===== config.mk =====
export PLATFORM = sky130hd
export DESIGN_NAME = forward_hazard_unit
export DESIGN_NICKNAME = d
export VERILOG_FILES = /design/src/rtl/fwd_pkg.sv /design/src/rtl/fwd_slot_cmp.sv /design/src/rtl/forward_hazard_unit.sv
export SDC_FILE = /design/constraint.sdc
export NUM_CORES = 1
export LEC_CHECK = 0
export BUFFER_PORTS_ARGS = -buffer_cell sky130_fd_sc_hd__clkbuf_2
export CAP_MARGIN = 10
export CELL_PAD_IN_SITES_DETAIL_PLACEMENT = 0
export CELL_PAD_IN_SITES_GLOBAL_PLACEMENT = 1
export CORE_ASPECT_RATIO = 0.5
export CORE_MARGIN = 1
export CORE_UTILIZATION = 24
export CTS_CLUSTER_DIAMETER = 60
export DETAILED_ROUTE_END_ITERATION = 7
export GPL_TIMING_DRIVEN = 1
export PLACE_DENSITY_LB_ADDON = 0.2
export SLEW_MARGIN = 20
export SYNTH_ARGS = -nofsm -noshare
export SYNTH_HDL_FRONTEND = slang
export SYNTH_SLANG_ARGS = --single-unit

===== constraint.sdc =====
create_clock -name clk -period 1.3 [get_ports clk]
set_input_delay 0.195 -clock clk [delete_from_list [all_inputs] [get_ports clk]]
set_output_delay 0.195 -clock clk [all_outputs]
set_load 0.05 [all_outputs]

===== src/rtl/fwd_pkg.sv =====
// Shared encodings for the forwarding/hazard block: fwd_sel codes and the mul/div FSM states.
package fwd_pkg;
  localparam logic [1:0] FWD_RF  = 2'b00;
  localparam logic [1:0] FWD_WB  = 2'b01;
  localparam logic [1:0] FWD_MEM = 2'b10;

  typedef enum logic {
    RUN     = 1'b0,
    MD_BUSY = 1'b1
  } state_t;
endpackage


===== src/rtl/fwd_slot_cmp.sv =====
// One EX source operand versus the MEM and WB destinations; combinational, MEM wins over WB.
module fwd_slot_cmp
  import fwd_pkg::*;
#(
  parameter int REG_AW = 5
) (
  input  logic [REG_AW-1:0] rs,
  input  logic [REG_AW-1:0] mem_rd,
  input  logic              mem_wb,
  input  logic [REG_AW-1:0] wb_rd,
  input  logic              wb_wb,
  output logic [1:0]        sel
);

  always_comb begin
    sel = FWD_RF;
    if (mem_wb && (mem_rd != '0) && (mem_rd == rs)) begin
      sel = FWD_MEM;
    end else if (wb_wb && (wb_rd != '0) && (wb_rd == rs)) begin
      sel = FWD_WB;
    end
  end

endmodule


===== src/rtl/forward_hazard_unit.sv =====
// Operand forwarding selects, load-use / mul-div stall generation and a mul/div busy tracker.
// Optional performance counters are compiled in with the FWD_STATS_EN macro.
module forward_hazard_unit
  import fwd_pkg::*;
#(
  parameter int NUM_SRC = 2,
  parameter int REG_AW  = 5,
  parameter int MD_LAT  = 4
) (
  input  logic                      clk,
  input  logic                      rst,
  input  logic [NUM_SRC*REG_AW-1:0] id_rs,
  input  logic [NUM_SRC-1:0]        id_rs_used,
  input  logic                      id_md,
  input  logic [NUM_SRC*REG_AW-1:0] ex_rs,
  input  logic [REG_AW-1:0]         ex_rd,
  input  logic                      ex_wb,
  input  logic                      ex_mem_read,
  input  logic                      ex_md_start,
  input  logic [REG_AW-1:0]         mem_rd,
  input  logic                      mem_wb,
  input  logic [REG_AW-1:0]         wb_rd,
  input  logic                      wb_wb,
  output logic [2*NUM_SRC-1:0]      fwd_sel,
  output logic                      stall,
  output logic                      md_busy,
  output logic                      md_done,
  output logic [31:0]               stat_stall,
  output logic [31:0]               stat_fwd
);

  localparam int CW = $clog2(MD_LAT) + 1;

  state_t            state, state_nxt;
  logic [CW-1:0]     cnt;
  logic [REG_AW-1:0] md_rd;
  logic              md_wb;
  logic              lu_hit, md_hit;
  logic              load_use, md_hazard;

  for (genvar g = 0; g < NUM_SRC; g++) begin : g_slot
    fwd_slot_cmp #(.REG_AW(REG_AW)) u_cmp (
      .rs     (ex_rs[g*REG_AW +: REG_AW]),
      .mem_rd (mem_rd),
      .mem_wb (mem_wb),
      .wb_rd  (wb_rd),
      .wb_wb  (wb_wb),
      .sel    (fwd_sel[2*g +: 2])
    );
  end

  always_comb begin
    lu_hit = 1'b0;
    md_hit = 1'b0;
    for (int i = 0; i < NUM_SRC; i++) begin
      if (id_rs_used[i]) begin
        if (id_rs[i*REG_AW +: REG_AW] == ex_rd) lu_hit = 1'b1;
        if (id_rs[i*REG_AW +: REG_AW] == md_rd) md_hit = 1'b1;
      end
    end
  end

  // The completion cycle releases the consumer: the result is available on md_done.
  assign load_use  = ex_mem_read && ex_wb && (ex_rd != '0) && lu_hit;
  assign md_hazard = md_busy && !md_done && (id_md || (md_wb && (md_rd != '0) && md_hit));
  assign stall     = load_use || md_hazard;

  always_ff @(posedge clk or posedge rst) begin
    if (rst) begin
      state <= RUN;
      cnt   <= '0;
      md_rd <= '0;
      md_wb <= 1'b0;
    end else begin
      state <= state_nxt;
      if ((state == RUN) && (state_nxt == MD_BUSY)) begin
        cnt   <= CW'(MD_LAT - 1);
        md_rd <= ex_rd;
        md_wb <= ex_wb;
      end else if (state == MD_BUSY) begin
        cnt <= cnt - 1'b1;
      end
    end
  end

  always_comb begin
    state_nxt = state;
    case (state)
      RUN:     if (ex_md_start && !stall) state_nxt = MD_BUSY;
      MD_BUSY: if (cnt == CW'(1)) state_nxt = RUN;
      default: state_nxt = RUN;
    endcase
  end

  always_comb begin
    md_busy = (state == MD_BUSY);
    md_done = (state == MD_BUSY) && (cnt == CW'(1));
  end

`ifdef FWD_STATS_EN
  always_ff @(posedge clk or posedge rst) begin
    if (rst) begin
      stat_stall <= '0;
      stat_fwd   <= '0;
    end else begin
      if (stall) stat_stall <= stat_stall + 32'd1;
      if (|fwd_sel) stat_fwd <= stat_fwd + 32'd1;
    end
  end
`else
  assign stat_stall = '0;
  assign stat_fwd   = '0;
`endif

endmodule


; ---- Word-level counts from Yosys, hierarchy flattened
; Index checks and enable logic that the tools add are counted.
; W data, S select, Z words.
[totals]
reg_bits = 10
output_inout_bits = 71
inputBits = 45
[classes]
bitwise_logic = 1
n_reduce_logical = 25
eq_ne = 9
n_mux = 17
n_addsub = 1
[op_table]
columns = operator, count
row1 = $eq A5 B5 Y1, 8
row2 = $reduce_bool A5 Y1, 4
row3 = $logic_and A1 B1 Y1, 16
row4 = $mux W1, 12
row5 = $mux W3, 2
row6 = $mux W2, 2
row7 = $eq A3 B1 Y1 const B, 1
row8 = $sub A3 B1 Y3 const B, 1
row9 = $logic_not A1 Y1, 2
row10 = $logic_or A1 B1 Y1, 2
row11 = $pmux W1 S2, 1
row12 = $reduce_bool A2 Y1, 1
row13 = $not A1 Y1, 1

; ---- Longest topological paths before layout
; Gate-level depths: netlist of the first run.
[logic_depth]
depth_word = 15
ltp_mapped = 6
ltp_nobuf = 5

; ---- Cells and area by module
; From an unflattened synthesis of the first run, not the netlist that was laid out.
[hier_totals]
hier_cells = 181
area_unflattened_um2 = 1536.5
[by_module_without_submodules]
columns = module, cells_per_inst, area_each_um2, instances, seq_area_each_um2
row1 = forward_hazard_unit, 141, 1233.7, 1, 250.2
row2 = fwd_slot_cmp, 20, 151.4, 2, 0.0

; ---- Worst setup path before layout of the first run
; No wires, ideal clock.
[synth_path]
kind = input -> output
from = in mem_rd[0]
to = out fwd_sel[0]
required_time_ns = 1.105
stages = 4
setup_slack_ns = -1.667
arrival_ns = 2.772
path_buffers = 0
cell_sequence = or4_1 o21ai_0 nor4_1 nor4_1
[synth_via]
elab_chain_cells = 4
word_cells_on_any_way = 5
classes_between = eq/ne (1) / mux (1) / reduce/logical (3)
[synth_lines]
columns = item, line_no
row1 = "start, declared", forward_hazard_unit.sv:20  ; input logic [REG_AW-1:0] mem_rd,
row2 = $reduce_bool A5 Y1, fwd_slot_cmp.sv:17  ; if (mem_wb && (mem_rd != '0) && (mem_rd == rs)) begin
row3 = $logic_and A1 B1 Y1, fwd_slot_cmp.sv:17
row4 = $logic_and A1 B1 Y1 (*), fwd_slot_cmp.sv:17
row5 = $mux W2 (*), fwd_slot_cmp.sv:17
row6 = "end, declared", forward_hazard_unit.sv:24  ; output logic [2*NUM_SRC-1:0] fwd_sel,
; Every way passes the cells marked *; elsewhere a longest branch is shown, timed or not.

; ---- Final worst setup path of the first run
[layout_path]
from = reg md_rd[0]
to = out stall
[layout_via]
elab_chain_cells = 9
word_cells_on_any_way = 12
classes_between = eq/ne (2) / mux (4) / reduce/logical (6)
[layout_lines]
columns = item, line_no
row1 = "start, declared", forward_hazard_unit.sv:36  ; logic [REG_AW-1:0] md_rd;
row2 = "start signal, assigned", forward_hazard_unit.sv:78  ; md_rd <= ex_rd;
row3 = $eq A5 B5 Y1, forward_hazard_unit.sv:58  ; if (id_rs[i*REG_AW +: REG_AW] == md_rd) md_hit = 1'b1;
row4 = $mux W1, forward_hazard_unit.sv:58
row5 = $mux W1, forward_hazard_unit.sv:56  ; if (id_rs_used[i]) begin
row6 = $mux W1, forward_hazard_unit.sv:58
row7 = $mux W1, forward_hazard_unit.sv:56
row8 = $logic_and A1 B1 Y1 (*), forward_hazard_unit.sv:65  ; assign md_hazard = md_busy && !md_done && (id_md || (md_wb && (md_rd != '0) && md_hit));
row9 = $logic_or A1 B1 Y1 (*), forward_hazard_unit.sv:65
row10 = $logic_and A1 B1 Y1 (*), forward_hazard_unit.sv:65
row11 = $logic_or A1 B1 Y1 (*), forward_hazard_unit.sv:66  ; assign stall = load_use || md_hazard;
row12 = "end, declared", forward_hazard_unit.sv:25  ; output logic stall,
; Marked as above.

==> impl.org, run 1 <==
** Synth
- Synth Register Bits :: 10
- The number of different library cells used by synthesis comes to 26.
- Post-synthesis cell count :: roughly 170
- Mean Syn Cell Area :: 8.53 um^2
- Area of the mapped netlist :: around 1500 um^2
- During synthesis, Yosys emitted a total of 0 warnings.
- For this run, the register share of the synthesized area comes to 16.9%.

** Critical path
- Startpoint type of the worst setup path :: flop
- Highest net fanout along the worst path :: 3
- For the worst setup path, the data arrival time is roughly 1600 ps.
- In this run the critical register-to-register path is launched from md_busy.
- Slack of the worst reg-to-reg path :: -20 ps
- Logic depth of the worst register-to-register path :: 5
- Data on the critical path is required at its endpoint by 1110 ps.
- The endpoint identified for the worst register-to-register timing path is md_rd[0].
- STA classifies the critical path endpoint as an output port.
- Critical path class :: flop to output port

** STA
- Final Worst Setup Slack :: -511 ps
- Slew Limit Fails :: 0
- Setup clock skew after layout :: between 2 and 2.5 ps
- Tcrit/Tclk final :: 139%
- Post-layout minimum cycle time :: 1810 ps
- Minimum hold slack :: around 230 ps
- Count of endpoints failing hold in the final timing report :: 0
- Derived from the worst setup path, the maximum achievable clock frequency is 0.552 GHz.
- Setup violations remaining at the end of the flow were counted as 12.
- RSZ-0062 raised after global routing :: true

** Clock tree
- Cts bufs inserted :: 3
- CTS built an H-tree with a depth of 1.
- Clock slew at reported path FFs :: approximately 40 ps
- Number of buffers on the longest clock path :: 2
- The clock net in this run drives a total of 10 sinks.
- Clock tree from TritonCTS :: done
- The later pin in the worst-skew pair is clocked with a latency of around 240 ps.
- The root buffer cell chosen for the clock tree is clkbuf_16.

** Worst hold path
- The worst hold path begins at ex_md_start.
- Counting instances, the worst hold path has a depth of 2.
- The min-delay analysis places its worst path in the category primary input to flop.
- For hold timing, the worst endpoint is cnt[0].

** Die
- The initial utilization of the core area, before any placement, comes to between 20% and 30%.
- Die area :: about 6500 um^2
- Width of the chip :: 113 um
- The total area inside the core boundary comes to around 5700 um^2.
- After floorplanning, the core was divided into 19 placement rows.
- Height of the die :: 57.5 um
- Number of top-level pins :: 116

** GRT
- The first global-routing pass estimated roughly 5500 um of wire.
- Global routing finished with a remaining overflow of 0.
- The number of global-route vias before repair is approximately 1200.
- The initial antenna violation count was 0.
- Entering global routing, the biggest net connects 11 pins.
- Global routing used 11.1% of the available tracks.

** Drt
- Metal3 WL :: just over 300 um
- Signal routing reaches up to met4.
- Summed over all layers, the routed wires come to approximately 3500 um.
- After detailed routing, the number of vias per cell comes to 3.71.
- Wire segments on met2 add up to 1610 um in the final route.
- The detail route stage leaves a number of antenna-violating nets equal to 0.
- In the routed design, unresolved DRC markers number 0.
- The first detailed-routing pass ran for 4 iterations.
- DR WL/cell :: just over 10 um
- In the final routing, the length of wire on met1 measures between 1500 and 2000 um.
- Via Count :: 1269
- First DRT Iteration DRCs :: 30

** Outcome
- Result of the run :: complete, but fails checks
- Violated checks :: negative setup slack

** Final layout
- Number of nets in the finished design :: 317
- The number of antenna diodes in the final layout is 0.
- Post-layout util :: approximately two fifths
- Most common cell after layout, fill and taps aside :: conb_1
- Cells with a size suffix above 1 make up 49.1% of the layout.
- Highest-count cells in the layout ignoring fill and taps :: conb_1, clkbuf_2, buf_4
- Area growth from synthesis to layout :: 56.0%

** Place
- PortBufs :: just over 50
- RePlAce Congestion :: between 0.7 and 0.8
- Setup Slack @ Placement :: -597 ps
- HPWL after detailed placement :: a little under 3000 um

** Flow run
- Number of violations of the max-capacitance limit :: 0

** Power
- For this design the static power due to leakage is approximately 1.2 nW.
- For this design the ratio of total power to cell area is around 1400 nW/um^2.
- Across the VDD grid, the largest voltage drop is approximately 0.00047 V.
-- logic make-up after synthesis --
| group | count (synthesis) | synth area share (%) |
|---|---|---|
| buf+inv | 69 | 34.3 |
| simple gates | 32 | 11.5 |
| other cells | 1 | 0.254 |
| mux | 5 | 5.08 |
| compound gates | 12 | 5.25 |
| xor+xnor | 42 | 24.9 |
| fa+ha+maj | 2 | 1.69 |
| flops | 10 | 16.9 |
-- final cells by class --
type,instances,area [um^2]
well taps,73,91.3
fillers,588,3400
inverters,4,15.0
flip-flops and latches,10,253
repair buffers,94,694
multi-input cells,157,1170
clock buffers,4,78.8
-- stage by stage --
stage	cells	TNS, ps	area, um^2	power, mW
floorplan	236	-3300	1850	2.04
global placement	337	-6500	2050	2.48
detailed placement	337	-6480	2050	2.50
CTS	342	-3460	2270	3.14
global route	342	-4030	2300	3.39
finish	342	-3430	2300	3.18
-- worst max path at each step --
stage / startpoint / end / slack [ps] / cells past startpoint
finish: md_rd[0] / stall / -510 / 6
global route: md_rd[3] / stall / -630 / 6
CTS: md_rd[3] / stall / -540 / 6
detailed placement: wb_rd[4] / fwd_sel[0] / -600 / 6
global placement: wb_rd[0] / fwd_sel[0] / -540 / 6
floorplan: mem_rd[0] / fwd_sel[0] / -530 / 4
-- synth_stat cells (all sizes together) --
| master | instances | area [um^2] |
|---|---|---|
| nand3 | 3 | 15.0 |
| nor3 | 1 | 5.00 |
| xnor2 | 27 | 236 |
| o22a | 1 | 8.76 |
| and2 | 1 | 7.51 |
| o21a | 1 | 7.51 |
| nand2 | 11 | 41.3 |
| ha | 2 | 25.0 |
| a21oi | 1 | 5.00 |
| a31oi | 1 | 6.26 |
| buf | 65 | 492 |
| mux2 | 5 | 75.1 |
| dfrtp | 10 | 250 |
| o21ai | 4 | 20.0 |
| o22ai | 2 | 12.5 |
| a31o | 2 | 17.5 |
| nor2 | 2 | 7.51 |
| inv | 4 | 15.0 |
| xor2 | 15 | 131 |
| nand4 | 4 | 25.0 |
| or4 | 5 | 37.5 |
| nor4 | 4 | 25.0 |
| conb | 1 | 3.75 |
| nand2b | 1 | 6.26 |
-- state kept, by name (all words and copies together) (netlist names) --
| name | count |
|---|---|
| md_rd | 5 |
| md_busy | 1 |
| cnt | 3 |
| md_wb | 1 |
-- repair_timing --
action,CTS,global route
buffers inserted,1,2
pin swaps,3,7
endpoints found under the setup margin,15,14
gates resized for setup,26,10
endpoints found under the hold margin,10,0
hold buffers,1,0
-- routing by layer --
layer  up-vias  global-route usage [%]
li1        636                       -
met1       550                    14.1
met3         4                    2.02
met2        79                    18.9
met5         -                       0
met4         0                    5.08
-- critical path, cell delays in order (launching register included) --
cell     delay [ps]
dfrtp_1         420
xnor2_1         160
nand4_1         140
o22ai_2         200
a31oi_2         140
o21ai_4         180
buf_12          150
-- power by group --
part	leakage (nW)	internal, mW	switching [mW]
clock network	0.0382	0.410	0.139
registers	0.114	0.473	0.153
logic	1.00	0.912	1.09
Power figures use the tool's default switching activity.
==> inputs of run 2 (changes only) <==
--- a/config.mk
+++ b/config.mk
@@ -5,6 +5,7 @@
 export SDC_FILE = /design/constraint.sdc
 export NUM_CORES = 1
 export LEC_CHECK = 0
+export ABC_AREA = 1
 export BUFFER_PORTS_ARGS = -buffer_cell sky130_fd_sc_hd__clkbuf_2
 export CAP_MARGIN = 10
 export CELL_PAD_IN_SITES_DETAIL_PLACEMENT = 0
==> run 2 against run 1 <==
The flow still finishes with violations (negative setup slack). Die area is 9.4% higher. Cell count is 24% higher. Hold slack worse by 3.8 ps. Setup slack better by 130 ps. Critical path type unchanged. Register-to-register slack worse by 240 ps. Combinational power is 3% lower. Critical endpoint unchanged. Non-clock buffer count is 7 lower. Sequential cell count stayed put. Wire length is 14% higher. Sequential power is 0.8% higher. Clock skew hardly changed. Maximum frequency is 8.0% higher.
==> impl.org, run 2 <==
** Outcome
- The flow ran to the end, but the final reports show violations.
- The final reports fail on negative setup slack.

** Die
- The row count came to 20 (+1).
- Number of top-level pins :: 116 (unchanged)
- Height of the die :: 60.1 um (+4.6%)
- The initial cell density of the core came to 25.8% (-0.10 points).
- The width of the chip was 118 um (+4.6%).
- The area of the core is 6280 um^2 (+10%).
- The die area came to 7100 um^2 (+9.4%).

** Synth
- The sequential share of the synthesized area was 15.5% (-1.5 points).
- Warnings from Yosys :: 0 (unchanged)
- Synth Flop Type :: dfrtp_1
- Post-synthesis cell count :: 247 (+43%)
- After synthesis, the cell types taking the most area are buf_4, dfrtp_1, nand2_1.
- The flop and latch count out of synthesis was 10 (unchanged).
- EDFF count, synth :: 0 (unchanged)
- Area of the mapped netlist :: 1620 um^2 (+9.7%)
- The fraction of synthesized cell area taken by the top area cell type is 29.7% (-2.9 points).
- The number of different library cells in the post-synthesis netlist was 22 (-15%).
- The largest total area in the synthesized netlist belongs to buf_4.
- Fraction of synthesis flops using an asynchronous set or reset pin :: 100% (unchanged)
- buf_4 is the most common cell in the netlist.
- Counting instances in the post-synthesis netlist gives the leading cell types as buf_4, nand2_1, inv_1.
- The mean post-synth cell area came to 6.55 um^2 (-23%).

** GRT
- Global-route congestion overflow total :: 0 (unchanged)
- Initial antenna violation count :: 0 (unchanged)
- Maximum number of pins on one net before global-route repair :: 11 (unchanged)
- Via count of the first global-routing pass :: 1518 (+27%)
- Wire length of the first global-routing pass :: 6670 um (+21%)
- The overall global routing resource usage is 11.8% (+0.64 points).

** STA
- Setup total negative slack :: -3280 ps (+151 ps)
- The final period demand of the worst path is 1680 ps (-133 ps).
- Slew Limit Fails :: 0 (unchanged)
- The final worst slack came to -377 ps (+133 ps).
- Count of endpoints failing hold in the final timing report :: 0 (unchanged)
- RSZ-0062 raised after global routing :: true
- Highest attainable clock frequency :: 0.596 GHz (+8.0%)
- Minimum hold slack :: 229 ps (-3.78 ps)
- The final worst-path cycle share is 129% (-10 points).
- Setup clock skew after layout :: 1.96 ps (-0.315 ps)
- The final setup violation count was 16 (+4).

** Final layout
- The largest registers in the layout are md_rd x5, cnt x3.
- Number of nets in the finished design :: 385 (+21%)
- Biggest register :: md_rd
- The flip-flop count of the largest register after layout is 5 (unchanged).
- Most common cell after layout, fill and taps aside :: conb_1
- Final instance area :: 2400 um^2 (+4.1%)
- Share of final-layout standard cells stronger than drive strength 1 :: 36.8% (-12 points)
- Highest-count cells in the layout ignoring fill and taps :: conb_1, nand2_1, clkbuf_2
- From synthesis to final layout, the design area changed by 48.1%.
- Antenna Diode Count :: 0 (unchanged)

** Clock tree
- Clock sink count :: 10 (unchanged)
- Cts bufs inserted :: 3 (unchanged)
- Clock slew at reported path FFs :: 40 ps (about the same)
- # H-tree levels :: 1 (unchanged)
- TritonCTS built the clock tree.
- Root buffer selected by CTS :: clkbuf_16
- Clock latency of the later-clocked register in the worst-skew pair :: 240 ps (about the same)
- Number of buffers on the longest clock path :: 2 (unchanged)

** Drt
- Number of vias per cell after detailed routing :: 3.82 (+3.0%)
- The number of antenna-violating nets in the routed design is 0 (unchanged).
- The routed length per instance was 9.49 um (-8.5%).
- Remaining routing DRC violations :: 0 (unchanged)
- First DRT Iteration DRCs :: 33 (+10%)
- The total vias in the final route was 1625 (+28%).
- The number of optimization iterations in the first detailed-route pass came to 4 (unchanged).
- Post-detailed-routing wire length :: 4030 um (+14%)

** Critical path
- The slack of the worst reg-to-reg path was -260 ps (-240 ps).
- Cell with the biggest individual delay on the critical path :: dfrtp_1
- The largest incremental delay on the critical path was 420 ps (about the same).
- Arrival time reported for the critical path endpoint :: 1480 ps (-140 ps)
- Type of destination of the critical path :: output port
- The biggest fanout along the worst timing path was 4 (+1).
- STA classifies the critical path startpoint as a flop.
- The critical path in this run is classified as flop to output port.
- The signal on the critical path passes through inv_2 -> nand4_1 -> o21ai_1 -> inv_1 -> nand2_2 -> nand2_2 -> nand2_4 -> nand2_4 -> buf_12.
- The data required time at the worst endpoint is 1110 ps (about the same).

** Place
- The last weighted congestion value of the routability-driven placer is 0.792 (+1.6%).
- Placed Area :: 2070 um^2 (+1.3%)
- PortBufs :: 51 (unchanged)
- HPWL after detailed placement :: 3490 um (+17%)
- Setup Slack @ Placement :: -260 ps (+337 ps)

** Worst hold path
- The worst hold path belongs to the class primary input to flop.

** Power
- The overall power is 3.19 mW (+0.23%).
- Peak supply drop :: 0.000505 V (+8.0%)
- Static power due to leakage :: 1.37 nW (+19%)
- Pwr dens :: 1330 nW/um^2 (-3.7%)

** Flow run
- Number of violations of the max-capacitance limit :: 0 (unchanged)
-- run 2: cell types whose count changed after synthesis, sizes merged, moves of 5 or more --
cell	before	now
inv	4	31
nand4	4	11
mux2	5	0
or4	5	0
nand2	11	59
nor2	2	19
xnor2	27	11
-- run 2: logic make-up after synthesis --
group	Yosys count	synth area share, %
flip-flops	10	15.5
buffers and inverters	95	36.9
other	1	0.232
adder cells (fa/ha/maj)	2	1.55
AND/OR/NAND/NOR	103	28.4
XOR/XNOR	22	11.9
AO/OA/AOI/OAI	14	5.64
-- run 2: what timing repair did --
item / 4_1_cts / 5_1_grt
hold endpoints to repair: 10 / 0
hold buffers: 1 / 0
setup buffers: 4 / 3
endpoints found under the setup margin: 16 / 16
pin swaps: 16 / 3
gates resized for setup: 27 / 18
-- run 2: report_power, final --
group | switching (mW) | total, mW | leakage [nW] | internal [mW]
logic | 1.24 | 1.94 | 1.21 | 0.697
clock network | 0.150 | 0.614 | 0.0442 | 0.463
registers | 0.160 | 0.631 | 0.118 | 0.472
-- run 2: through the flow --
| stage | instances | utilization (%) |
|---|---|---|
| floorplan | 310 | - |
| global placement | 413 | 33.0 |
| detailed placement | 413 | 33.0 |
| CTS | 422 | 37.1 |
| global route | 425 | 38.2 |
| finish | 425 | 38.2 |
-- run 2: path summary, 6_finish.rpt --
path / from / end / depth (start not counted)
setup / recovery: md_rd[3] / stall / 9
hold / removal: ex_wb / md_wb / 3
setup reg to reg: md_rd[3] / md_rd[3] / 11
hold reg to reg: md_wb / md_wb / 2
max in group asynchronous: rst / md_rd[0] / 3
min in group asynchronous: rst / md_rd[2] / 3
-- run 2: critical path, delay by kind of cell (launching register included) --
kind / cells / cell delay (ps)
and+or+nand+nor: 5 / 390
buffers and inverters: 3 / 300
AOI/OAI and AO/OA: 1 / 140
DFF: 1 / 420
-- run 2: layout make-up --
| cell class | count | area (um^2) |
|---|---|---|
| Timing Repair Buffer | 87 | 679 |
| Clock buffer | 4 | 88.8 |
| Sequential cell | 10 | 254 |
| Tap cell | 88 | 110 |
| Multi-Input combinational cell | 205 | 1150 |
| Fill cell | 665 | 3880 |
| Inverter | 31 | 116 |
-- run 2: metal layers --
metal | share of wire (%) | up-vias | GRT usage, % | wire, um
li1 | - | 825 | - | -
met1 | 43 | 711 | 13.7 | 1750
met3 | 7.4 | 4 | 2.29 | 299
met4 | 0.64 | 0 | 2.75 | 26
met5 | 0 | - | 0 | 0
met2 | 48 | 85 | 22.9 | 1960
==> inputs of run 3 (changes only) <==
--- a/config.mk
+++ b/config.mk
@@ -12,7 +12,7 @@
 export CELL_PAD_IN_SITES_GLOBAL_PLACEMENT = 1
 export CORE_ASPECT_RATIO = 0.5
 export CORE_MARGIN = 1
-export CORE_UTILIZATION = 24
+export CORE_UTILIZATION = 27
 export CTS_CLUSTER_DIAMETER = 60
 export DETAILED_ROUTE_END_ITERATION = 7
 export GPL_TIMING_DRIVEN = 1
==> constraint.sdc (replaced) <==
create_clock -name clk -period 1.9 [get_ports clk]
set_input_delay 0.285 -clock clk [delete_from_list [all_inputs] [get_ports clk]]
set_output_delay 0.285 -clock clk [all_outputs]
set_load 0.05 [all_outputs]
==> run 3 against run 2 <==
Critical endpoint is now fwd_sel[0]. Global-route usage increased by 0.13 points. Core utilization decreased by 4.2 points. Critical path type is now primary input to output port. Clock skew rose by 0.82 ps. The flow finishes with violations (design-rule violations). Register-to-register slack better by 470 ps. Design area is 20% lower.
==> impl.org, run 3 (synthesized netlist as in run 2, its figures left out) <==
** Outcome
- Result of the run :: complete, but fails checks
- The final reports fail on design-rule violations.

** Die
- The die outline height is 56.8 um (-5.5%).
- Number of top-level pins :: 116 (unchanged)
- Width of the chip :: 112 um (-5.6%)
- The area of the core came to 5630 um^2 (-10%).
- Row count :: 19 (-5.0%)
- The die area was 6330 um^2 (-11%).
- The initial cell density of the core was 28.7% (+3.0 points).

** Power
- Comb power frac :: 57.4% (-3.5 points)
- Part of the power in registers :: 21.3% (+1.5 points)
- Share of total power consumed by net switching :: 50.1% (+1.4 points)
- The ratio of total power to cell area came to 1050 nW/um^2 (-21%).
- Clock share of power :: 21.2% (+1.9 points)
- P_sw :: 1.01 mW (-35%)
- The reported leakage power is 1.14 nW (-17%).
- Peak supply drop :: 0.000300 V (-41%)
- The internal power came to 1.00 mW (-39%).

** Drt
- The number of optimization iterations in the first detailed-route pass came to 8 (+4).
- The routed length per instance was 9.49 um (about the same).
- Number of vias per cell after detailed routing :: 3.94 (+3.0%)
- Via Count :: 1504 (-7.4%)
- The first-iteration detailed-routing DRC count is 41 (+24%).
- The total DRC errors in the routed layout came to 7 (+7).
- Antenna-violating nets left :: 0 (unchanged)
- Post-detailed-routing wire length :: 3620 um (-10%)

** Place
- The post-placement cell count was 372 (-9.9%).
- The post-place setup slack came to 75.2 ps (+335 ps).
- The cell area after placement came to 1750 um^2 (-15%).
- RePlAce Congestion :: 0.758 (-4.3%)
- The port buffer count was 51 (unchanged).
- The half-perimeter wire length after detailed placement was 3190 um (-8.6%).

** Final layout
- Highest-count cells in the layout ignoring fill and taps :: conb_1, nand2_1, clkbuf_2
- The final instance area was 1910 um^2 (-20%).
- Max reg flops :: 5 (unchanged)
- Biggest register :: md_rd
- The share of layout cells above drive strength 1 was 26.5% (-10 points).
- Area growth from synthesis to layout :: 18.2%
- Antenna Diode Count :: 0 (unchanged)
- The number of non-filler instances in the completed layout was 382 (-10%).
- The library cell used most frequently in the layout, excluding fill and tap cells, is conb_1.
- Post-layout util :: 34.0% (-4.2 points)
- The number of nets at the end of the flow is 357 (-7.3%).
- Layout filler cell count :: 625 (-6.0%)
- The largest registers in the layout are md_rd x5, cnt x3.

** Critical path
- In this run the worst setup path begins at mem_rd[0].
- In this run the critical register-to-register path is launched from md_rd[3].
- The biggest fanout along the worst timing path was 3 (-1).
- STA classifies the critical path endpoint as an output port.
- Startpoint type of the worst setup path :: primary input
- The data arrival time of the critical path is 1520 ps (+40 ps).
- CP Data Required Time :: 1620 ps (+510 ps)
- The critical path is of the primary input to output port type.
- Slack of the worst reg-to-reg path :: 210 ps (+470 ps)

** Clock tree
- The CTS sink count was 10 (unchanged).
- Total of hold buffers inserted after clock tree synthesis :: 0 (-1)
- # H-tree levels :: 1 (unchanged)
- Clock latency of the later-clocked register in the worst-skew pair :: 240 ps (about the same)
- The number of buffers inserted during clock tree synthesis is 3 (unchanged).
- The tree is rooted in a clkbuf_16.
- Clock slew at reported path FFs :: 40 ps (about the same)
- The clock tree buffer depth was 2 (unchanged).
- TritonCTS built the clock tree.

** STA
- Slew Limit Fails :: 0 (unchanged)
- Final Worst Setup Slack :: 99.5 ps (+477 ps)
- Count of endpoints failing hold in the final timing report :: 0 (unchanged)
- The worst path in the final design needs a cycle of roughly 1800 ps, including I/O delays and setup.
- Based on the critical path, the design can be clocked at up to about 0.56 GHz.
- Tcrit/Tclk final :: 94.8%
- The clock skew after layout was 2.78 ps (+0.824 ps).
- RSZ-0062 raised after global routing :: false
- The final setup violation count is 0 (-16).

** Flow run
- The count of maximum capacitance violations was 0 (unchanged).

** GRT
- Global-route congestion overflow total :: 0 (unchanged)
- The initial antenna violation count was 0 (unchanged).
- The first-pass GRT wire length was 6050 um (-9.2%).
- Via count of the first global-routing pass :: 1406 (-7.4%)
- The largest net degree at the start of global routing was 11 (unchanged).
- The overall global routing resource usage is 11.9% (+0.13 points).

** Worst hold path
- Hold/Removal Path Class :: primary input to asynchronous set/reset pin
## run 3: cell types whose count changed in the layout (fill, tap and decap cells not counted), sizes merged
cell         previous run  this run
clkbuf                 47        54
dlygate4sd3             1         0
buf                    43         9
## run 3: final timing paths
kind	to	cells after the start
worst max-delay path	fwd_sel[0]	6
worst min-delay path	cnt[1]	2
worst max register to register	md_rd[4]	14
worst min register to register	md_wb	2
max in group asynchronous	md_rd[4]	2
min in group clk	md_wb	3
## run 3: what timing repair did
| item | 4_1_cts | 5_1_grt |
|---|---|---|
| setup buffers | 2 | 4 |
| endpoints found under the setup margin | 1 | 1 |
| hold endpoints to repair | 0 | 0 |
| pin swaps | 0 | 3 |
| gates resized for setup | 7 | 7 |
## run 3: cell type report
type / count / area (um^2) / area share (%)
Clock buffer: 4 / 88.8 / 4.64
Inverter: 31 / 116 / 6.08
Multi-Input combinational cell: 205 / 1040 / 54.3
Sequential cell: 10 / 253 / 13.2
Tap cell: 73 / 91.3 / 4.77
Timing Repair Buffer: 59 / 325 / 17.0
## run 3: power groups by stage
| stage | Clock (mW) | Combinational, mW | Sequential, mW |
|---|---|---|---|
| after global routing | 0.450 | 1.28 | 0.452 |
| after CTS | 0.431 | 1.09 | 0.425 |
| after detailed placement | 0 | 1.04 | 0.424 |
| final | 0.426 | 1.15 | 0.428 |
| after global placement | 0 | 1.03 | 0.423 |
| after floorplan | 0 | 0.896 | 0.430 |
## run 3: per-layer routing
| metal | track usage [%] | share of wire, % |
|---|---|---|
| met4 | 3.47 | 0.99 |
| met3 | 1.51 | 5.7 |
| met2 | 22.0 | 48 |
| met1 | 14.6 | 46 |
| met5 | 0 | 0 |
## run 3: worst max-delay path, cell delays in order
cell	delay (ps)
clkbuf_2	110
or2_2	310
o41ai_2	320
nor3_2	100
nor3_2	110
clkbuf_2	290
## run 3: per-stage QoR
stage	TNS, ps	power, mW	hold slack, ps
5_1_grt	0	2.18	65.1
6_report	0	2.01	15.8
2_1_floorplan	-135	1.33	125
4_1_cts	0	1.95	37.9
3_5_place_dp	0	1.46	291
3_3_place_gp	0	1.45	286
